**src/rtl/reg_file_pbank.sv**
```systemverilog
// General-purpose register file: 3 async reads, 1 sync write, I2C command handshake and double-buffered PWM bank.
// Optional RF_BYPASS_EN: same-cycle write-to-read forwarding for accepted writes.
module reg_file_pbank #(
  parameter int unsigned DATA_W      = 16,
  parameter int unsigned ADDR_W      = 4,
  parameter int unsigned PWM_CH      = 8,
  parameter int unsigned PWM_BASE    = 8,
  parameter int unsigned I2C_CMD_REG = 6,
  parameter int unsigned I2C_DAT_REG = 7
) (
  input  logic                     clk,
  input  logic                     rst,
  input  logic                     write_en,
  input  logic [ADDR_W-1:0]        wr_addr,
  input  logic [DATA_W-1:0]        wr_data,
  input  logic [ADDR_W-1:0]        rd_addr_a,
  input  logic [ADDR_W-1:0]        rd_addr_b,
  input  logic [ADDR_W-1:0]        rd_addr_c,
  output logic [DATA_W-1:0]        rd_a,
  output logic [DATA_W-1:0]        rd_b,
  output logic [DATA_W-1:0]        rd_c,
  output logic                     i2c_go,
  output logic                     i2c_busy,
  input  logic                     i2c_done,
  input  logic [1:0]               i2c_sts,
  input  logic [7:0]               i2c_rx_data,
  output logic [8:0]               i2c_addr,
  output logic [7:0]               i2c_slave_addr,
  output logic [7:0]               i2c_tx_data,
  input  logic                     pwm_frame,
  output logic                     pwm_pending,
  output logic [PWM_CH*DATA_W-1:0] pwm_flat
);

  localparam int unsigned NUM_REGS = 2 ** ADDR_W;
  localparam logic [ADDR_W-1:0] CMD_A = ADDR_W'(I2C_CMD_REG);
  localparam logic [ADDR_W-1:0] DAT_A = ADDR_W'(I2C_DAT_REG);
  localparam logic [ADDR_W:0]   PWM_LO = (ADDR_W+1)'(PWM_BASE);
  localparam logic [ADDR_W:0]   PWM_HI = (ADDR_W+1)'(PWM_BASE + PWM_CH);

  localparam logic [1:0] ST_IDLE  = 2'd0;
  localparam logic [1:0] ST_ISSUE = 2'd1;
  localparam logic [1:0] ST_WAIT  = 2'd2;

  logic [DATA_W-1:0] regs   [NUM_REGS];
  logic [DATA_W-1:0] active [PWM_CH];
  logic [1:0]        state;

  logic i2c_target, wr_reject, wr_accept, wr_pwm, go_req, done_cap;

  always_comb begin
    i2c_target = (wr_addr == CMD_A) || (wr_addr == DAT_A);
    wr_reject  = write_en && i2c_target && (state != ST_IDLE);
    wr_accept  = write_en && (wr_addr != '0) && !wr_reject;
    wr_pwm     = wr_accept && ({1'b0, wr_addr} >= PWM_LO) && ({1'b0, wr_addr} < PWM_HI);
    go_req     = wr_accept && (wr_addr == CMD_A) && wr_data[15];
    done_cap   = (state == ST_WAIT) && i2c_done;
  end

  // A rejected CMD/DAT write only raises ERR; it never masks a same-cycle done capture.
  always_ff @(posedge clk) begin
    if (rst) begin
      for (int unsigned i = 0; i < NUM_REGS; i++) regs[i] <= '0;
    end else begin
      if (wr_accept) regs[wr_addr] <= wr_data;
      if (wr_reject) regs[CMD_A][11] <= 1'b1;
      if (done_cap) begin
        regs[CMD_A][10:9] <= i2c_sts;
        regs[CMD_A][15]   <= 1'b0;
        regs[DAT_A][15:8] <= i2c_rx_data;
      end
    end
  end

  always_ff @(posedge clk) begin
    if (rst) begin
      state <= ST_IDLE;
    end else begin
      case (state)
        ST_IDLE:  if (go_req) state <= ST_ISSUE;
        ST_ISSUE: state <= ST_WAIT;
        ST_WAIT:  if (i2c_done) state <= ST_IDLE;
        default:  state <= ST_IDLE;
      endcase
    end
  end

  // Commit copies the pre-edge shadow, so a coinciding write stays pending for the next frame.
  always_ff @(posedge clk) begin
    if (rst) begin
      for (int unsigned i = 0; i < PWM_CH; i++) active[i] <= '0;
      pwm_pending <= 1'b0;
    end else begin
      if (pwm_frame) begin
        for (int unsigned i = 0; i < PWM_CH; i++) active[i] <= regs[ADDR_W'(PWM_BASE + i)];
      end
      if (wr_pwm) pwm_pending <= 1'b1;
      else if (pwm_frame) pwm_pending <= 1'b0;
    end
  end

  always_comb begin
    for (int unsigned i = 0; i < PWM_CH; i++) pwm_flat[i*DATA_W +: DATA_W] = active[i];
  end

  assign i2c_go         = (state == ST_ISSUE);
  assign i2c_busy       = (state != ST_IDLE);
  assign i2c_addr       = regs[CMD_A][8:0];
  assign i2c_slave_addr = regs[DAT_A][7:0];
  assign i2c_tx_data    = regs[DAT_A][15:8];

  always_comb begin
    rd_a = (rd_addr_a == '0) ? '0 : regs[rd_addr_a];
    rd_b = (rd_addr_b == '0) ? '0 : regs[rd_addr_b];
    rd_c = (rd_addr_c == '0) ? '0 : regs[rd_addr_c];
`ifdef RF_BYPASS_EN
    if (wr_accept && (wr_addr == rd_addr_a)) rd_a = wr_data;
    if (wr_accept && (wr_addr == rd_addr_b)) rd_b = wr_data;
    if (wr_accept && (wr_addr == rd_addr_c)) rd_c = wr_data;
`endif
  end

endmodule

```
**config.mk**
```make
export PLATFORM = sky130hd
export DESIGN_NAME = reg_file_pbank
export DESIGN_NICKNAME = d
export VERILOG_FILES = /design/src/rtl/reg_file_pbank.sv
export SDC_FILE = /design/constraint.sdc
export NUM_CORES = 1
export LEC_CHECK = 0
export BUFFER_PORTS_ARGS = -buffer_cell sky130_fd_sc_hd__buf_2
export CORE_UTILIZATION = 45
export CTS_CLUSTER_SIZE = 25
export DETAILED_ROUTE_END_ITERATION = 10
export PLACE_DENSITY = 0.69
export SETUP_SLACK_MARGIN = 0.4
export SLEW_MARGIN = 20
export SYNTH_ARGS = -nofsm -noshare
export SYNTH_HDL_FRONTEND = slang
export SYNTH_SLANG_ARGS = --single-unit
export TNS_END_PERCENT = 100
```
**constraint.sdc**
```tcl
create_clock -name clk -period 3.2 [get_ports clk]
set_input_delay 0.16 -clock clk [delete_from_list [all_inputs] [get_ports clk]]
set_output_delay 0.16 -clock clk [all_outputs]
set_load 0.1 [all_outputs]
```
==> metrics list <==
* Aggregate global-route resource usage: 28.5%
- Number of nets with antenna violations after routing: 0
* Highest clock frequency the design can meet: 0.385 GHz
* Fin nets: 1714
- Total nets after synthesis: between 1k and 1.5k
* Post-Route Skew: approximately 0.022 ns
- Along the worst path, the maximum fanout reaches 4.
- The clock passes through at most 3 buffers.
* Number of optimization iterations in the first detailed-route pass: 6
- Max cap viols: 0
- Setup violations remaining at the end of the flow were counted as 0.
- Leaving out fill and tap cells, the most frequent cell in the layout is sky130_fd_sc_hd__edfxtp_1.
- Once detailed placement completed, the half-perimeter wirelength came to 43.7 mm.
- Die footprint: 45300 sq um
* Global-route wire length before repair: between 90 and 100 mm
- Number of I/O pins: 251
* Final clock period utilization by the worst path: 81.2%
- GR met1 Demand/Resource: between 30% and 40%
- Total number of clock tree sinks: 372
- Most used flip-flop cell after synthesis: sky130_fd_sc_hd__edfxtp_1
- The critical path is of the reg -> out type.
- Yosys mapped the design onto 45 distinct sky130hd cell types.
- Entering global routing, the biggest net connects 129 pins.
- Dividing the detail-routed wire length by the instance count gives 28.1 um.
* Number of standard cells after synthesis: 1424
* CP cell instances: mux2i_1 > o22ai_1 > a2111oi_1 > buf_4 > a21oi_2 > buf_12
- The average instance in the mapped netlist occupies 14.1 sq um.
* DRT iter0 DRCs: around 1.6k
* Placeable core area: 43500 sq um
* Setup bufs post-CTS: 0
* Reg2reg start: state[0]$_SDFFE_PP0P_
* GR met3 Demand/Resource: 5.97%
- Chip width: 213 um
- The routed design could run at a clock period as short as between 2 and 3 ns.
- Setup repair after global routing left no endpoint under its margin.
- Fin. max-slew vios: 0
- The number of global-route vias before repair is 13.7k.
- In the final layout, the share of cells above drive strength 1 is between 30% and 40%.
- Clock tree synthesis selected as its root buffer the cell sky130_fd_sc_hd__clkbuf_16.
- Overall power: 0.0143 W
* Worst skew pair latency: just under 0.6 ns
- Dividing the detail-routed via count by the number of cells gives 6.07.
- Crit path launch type: register
* Pre-CTS WS: 0.643 ns
- Effective utilization at floorplan: 46.0%
* Worst Max-Slew Pin Slew: 0.981 ns
- Counting flops with an async set or reset pin after synthesis yields a share of 0%.
- Measured along the y axis, the die boundary spans 213 um.
- Register area share after synthesis: 55.6%
- The worst hold path begins at wr_data[3].
* Sum Neg Setup Slack: 0 ns
- Area of the mapped netlist: 20000 sq um
- Initial antenna violation count: 2
* Sum of routed wire length over all layers: between 60 and 70 mm
- TritonCTS built the clock tree.
* LEAKAGE: around 9.4 nW
- CP peak stage delay: ~0.6 ns
- In this run the core area contains 76 standard-cell rows.
- Global route overflow: 0
* Startpoint of the most critical setup path: regs[8][9]$_SDFFCE_PN0P_
- Relative to the synthesized area, the layout overhead comes to 20.2%.
- GR Layer Usage met2: 46.1%
- The global routing stage identified its most utilized layer as met2.
- Final cell utilization of the core: 55.3%
- Kind of end point of the critical path: primary output
- Number of clock buffers inserted by TritonCTS: 41
- Data arrives at the worst endpoint at around 2.4 ns.
* IO Port Bufs: 250
- During synthesis, Yosys emitted a total of 0 warnings.
- Hold WC Path Type: in -> reg
* Post-detailed-route DRC marker count: 0
- Via Count: 13.8k
* Power density over the cells: 593 nW/um^2
* CTS HTree Levels: 2
- Clock transition time at the flip-flop clock pins of the worst setup and hold paths: ~0.060 ns
* Number of hold violations in the final report: 0
* Outcome: completed
- IR analysis of the VDD net gives a maximum drop of ~0.0004 V.
- Highest-count cells in the layout ignoring fill and taps: sky130_fd_sc_hd__edfxtp_1, sky130_fd_sc_hd__and2_1, sky130_fd_sc_hd__buf_2
* Relative slew slack: between 30% and 40%
- The repair_antennas step left the layout with diodes totalling 0.
* Highest-delay cell along the critical path: sky130_fd_sc_hd__a2111oi_1
- Routability-driven placement finished with a final weighted congestion of 0.911.
- Final Worst Setup Slack: around 0.6 ns
* Data required time of the worst path: slightly above 3 ns
* Seq cells post-synth: 372
* Count of flip-flops with a built-in enable after synthesis: between 300 and 400
-- final cells by class --
cell class	instances	area, sq um
sequential	372	11100
clock inverter	22	264
tap	585	732
inverter	3	11.3
multi-input combinational	915	8360
clock buffer	51	1110
fill	3551	19400
timing repair buffer	334	2450
-- synth_stat cells, types with 3 or more instances --
master | count | area share, %
sky130_fd_sc_hd__edfxtp_1 | 368 | 55
sky130_fd_sc_hd__and2_1 | 325 | 10
sky130_fd_sc_hd__mux2i_1 | 168 | 8.4
sky130_fd_sc_hd__mux4_2 | 101 | 11
sky130_fd_sc_hd__a21oi_1 | 66 | 1.7
sky130_fd_sc_hd__clkbuf_1 | 61 | 1.1
sky130_fd_sc_hd__buf_2 | 36 | 0.90
sky130_fd_sc_hd__nor2_1 | 36 | 0.68
sky130_fd_sc_hd__nor2b_1 | 36 | 1.1
sky130_fd_sc_hd__o22ai_1 | 29 | 0.91
sky130_fd_sc_hd__a2111oi_0 | 28 | 1.2
sky130_fd_sc_hd__buf_4 | 20 | 0.75
sky130_fd_sc_hd__or2_2 | 17 | 0.53
sky130_fd_sc_hd__a22oi_1 | 16 | 0.60
sky130_fd_sc_hd__mux2_2 | 16 | 0.90
sky130_fd_sc_hd__a221o_1 | 15 | 0.75
sky130_fd_sc_hd__a22o_1 | 10 | 0.44
sky130_fd_sc_hd__buf_6 | 10 | 0.56
sky130_fd_sc_hd__nand2b_1 | 9 | 0.28
sky130_fd_sc_hd__nand2_1 | 8 | 0.15
sky130_fd_sc_hd__a211oi_1 | 4 | 0.15
sky130_fd_sc_hd__dfxtp_1 | 4 | 0.40
sky130_fd_sc_hd__buf_1 | 3 | 0.056
sky130_fd_sc_hd__clkbuf_2 | 3 | 0.075
sky130_fd_sc_hd__inv_1 | 3 | 0.056
sky130_fd_sc_hd__nor2_2 | 3 | 0.094
sky130_fd_sc_hd__nor3_1 | 3 | 0.075
sky130_fd_sc_hd__nor3_4 | 3 | 0.24
sky130_fd_sc_hd__nor3b_1 | 3 | 0.11
-- cells by family after synthesis --
family | count (synthesis) | share of synthesized area, %
and+or+nand+nor | 454 | 14.1
DFF | 372 | 55.6
muxes | 285 | 20.7
AOI/OAI and AO/OA | 175 | 5.96
buffers and inverters | 137 | 3.62
other | 1 | 0.0187
-- metrics by stage --
step,area (sq um),cells,hold WS [ns]
final,24000,2282,0.113
after global placement,22500,2194,0.455
after global routing,24000,2282,0.0973
after CTS,24000,2282,0.0905
after detailed placement,22500,2194,0.459
after floorplan,20200,1424,0.282
-- sequential cells by signal, summed over array words and instances (netlist names) --
signal       count
active         128
pwm_pending      1
regs           241
state            2
-- metal layers --
metal	part of all wire [%]	wire (um)
met3	9.3	5960
met2	48	30800
met4	3.6	2310
met1	39	25000
met5	0	0
-- repair_timing --
item | 4_1_cts | 5_1_grt
gates resized for setup | 0 | 1
endpoints found under the setup margin | 0 | 1
hold endpoints to repair | 14 | 0
hold buffers | 15 | 0
-- power by group --
group          internal [W]  total (W)  switching [W]
combinational      0.000885    0.00341        0.00252
clock               0.00294    0.00492        0.00198
sequential          0.00568    0.00593       0.000249
-- worst max-delay path, delay by kind of cell, from the launching register on --
family / cells / cell delay, ns
AO/OA/AOI/OAI: 3 / 0.75
buffers and inverters: 2 / 0.45
multiplexers: 1 / 0.18
flip-flops: 1 / 0.49
-- path summary, 6_finish.rpt --
| check | end | slack [ns] | depth (start not counted) |
|---|---|---|---|
| max | rd_b[9] | 0.60 | 6 |
| min | regs[15][3]$_SDFFCE_PN0P_ | 0.11 | 2 |
| max reg2reg | regs[6][8]$_DFFE_PP_ | 1.12 | 4 |
| min reg2reg | active[1][5]$_SDFFCE_PN0P_ | 0.63 | 1 |
No activity file was read; power rests on OpenSTA's default activity.
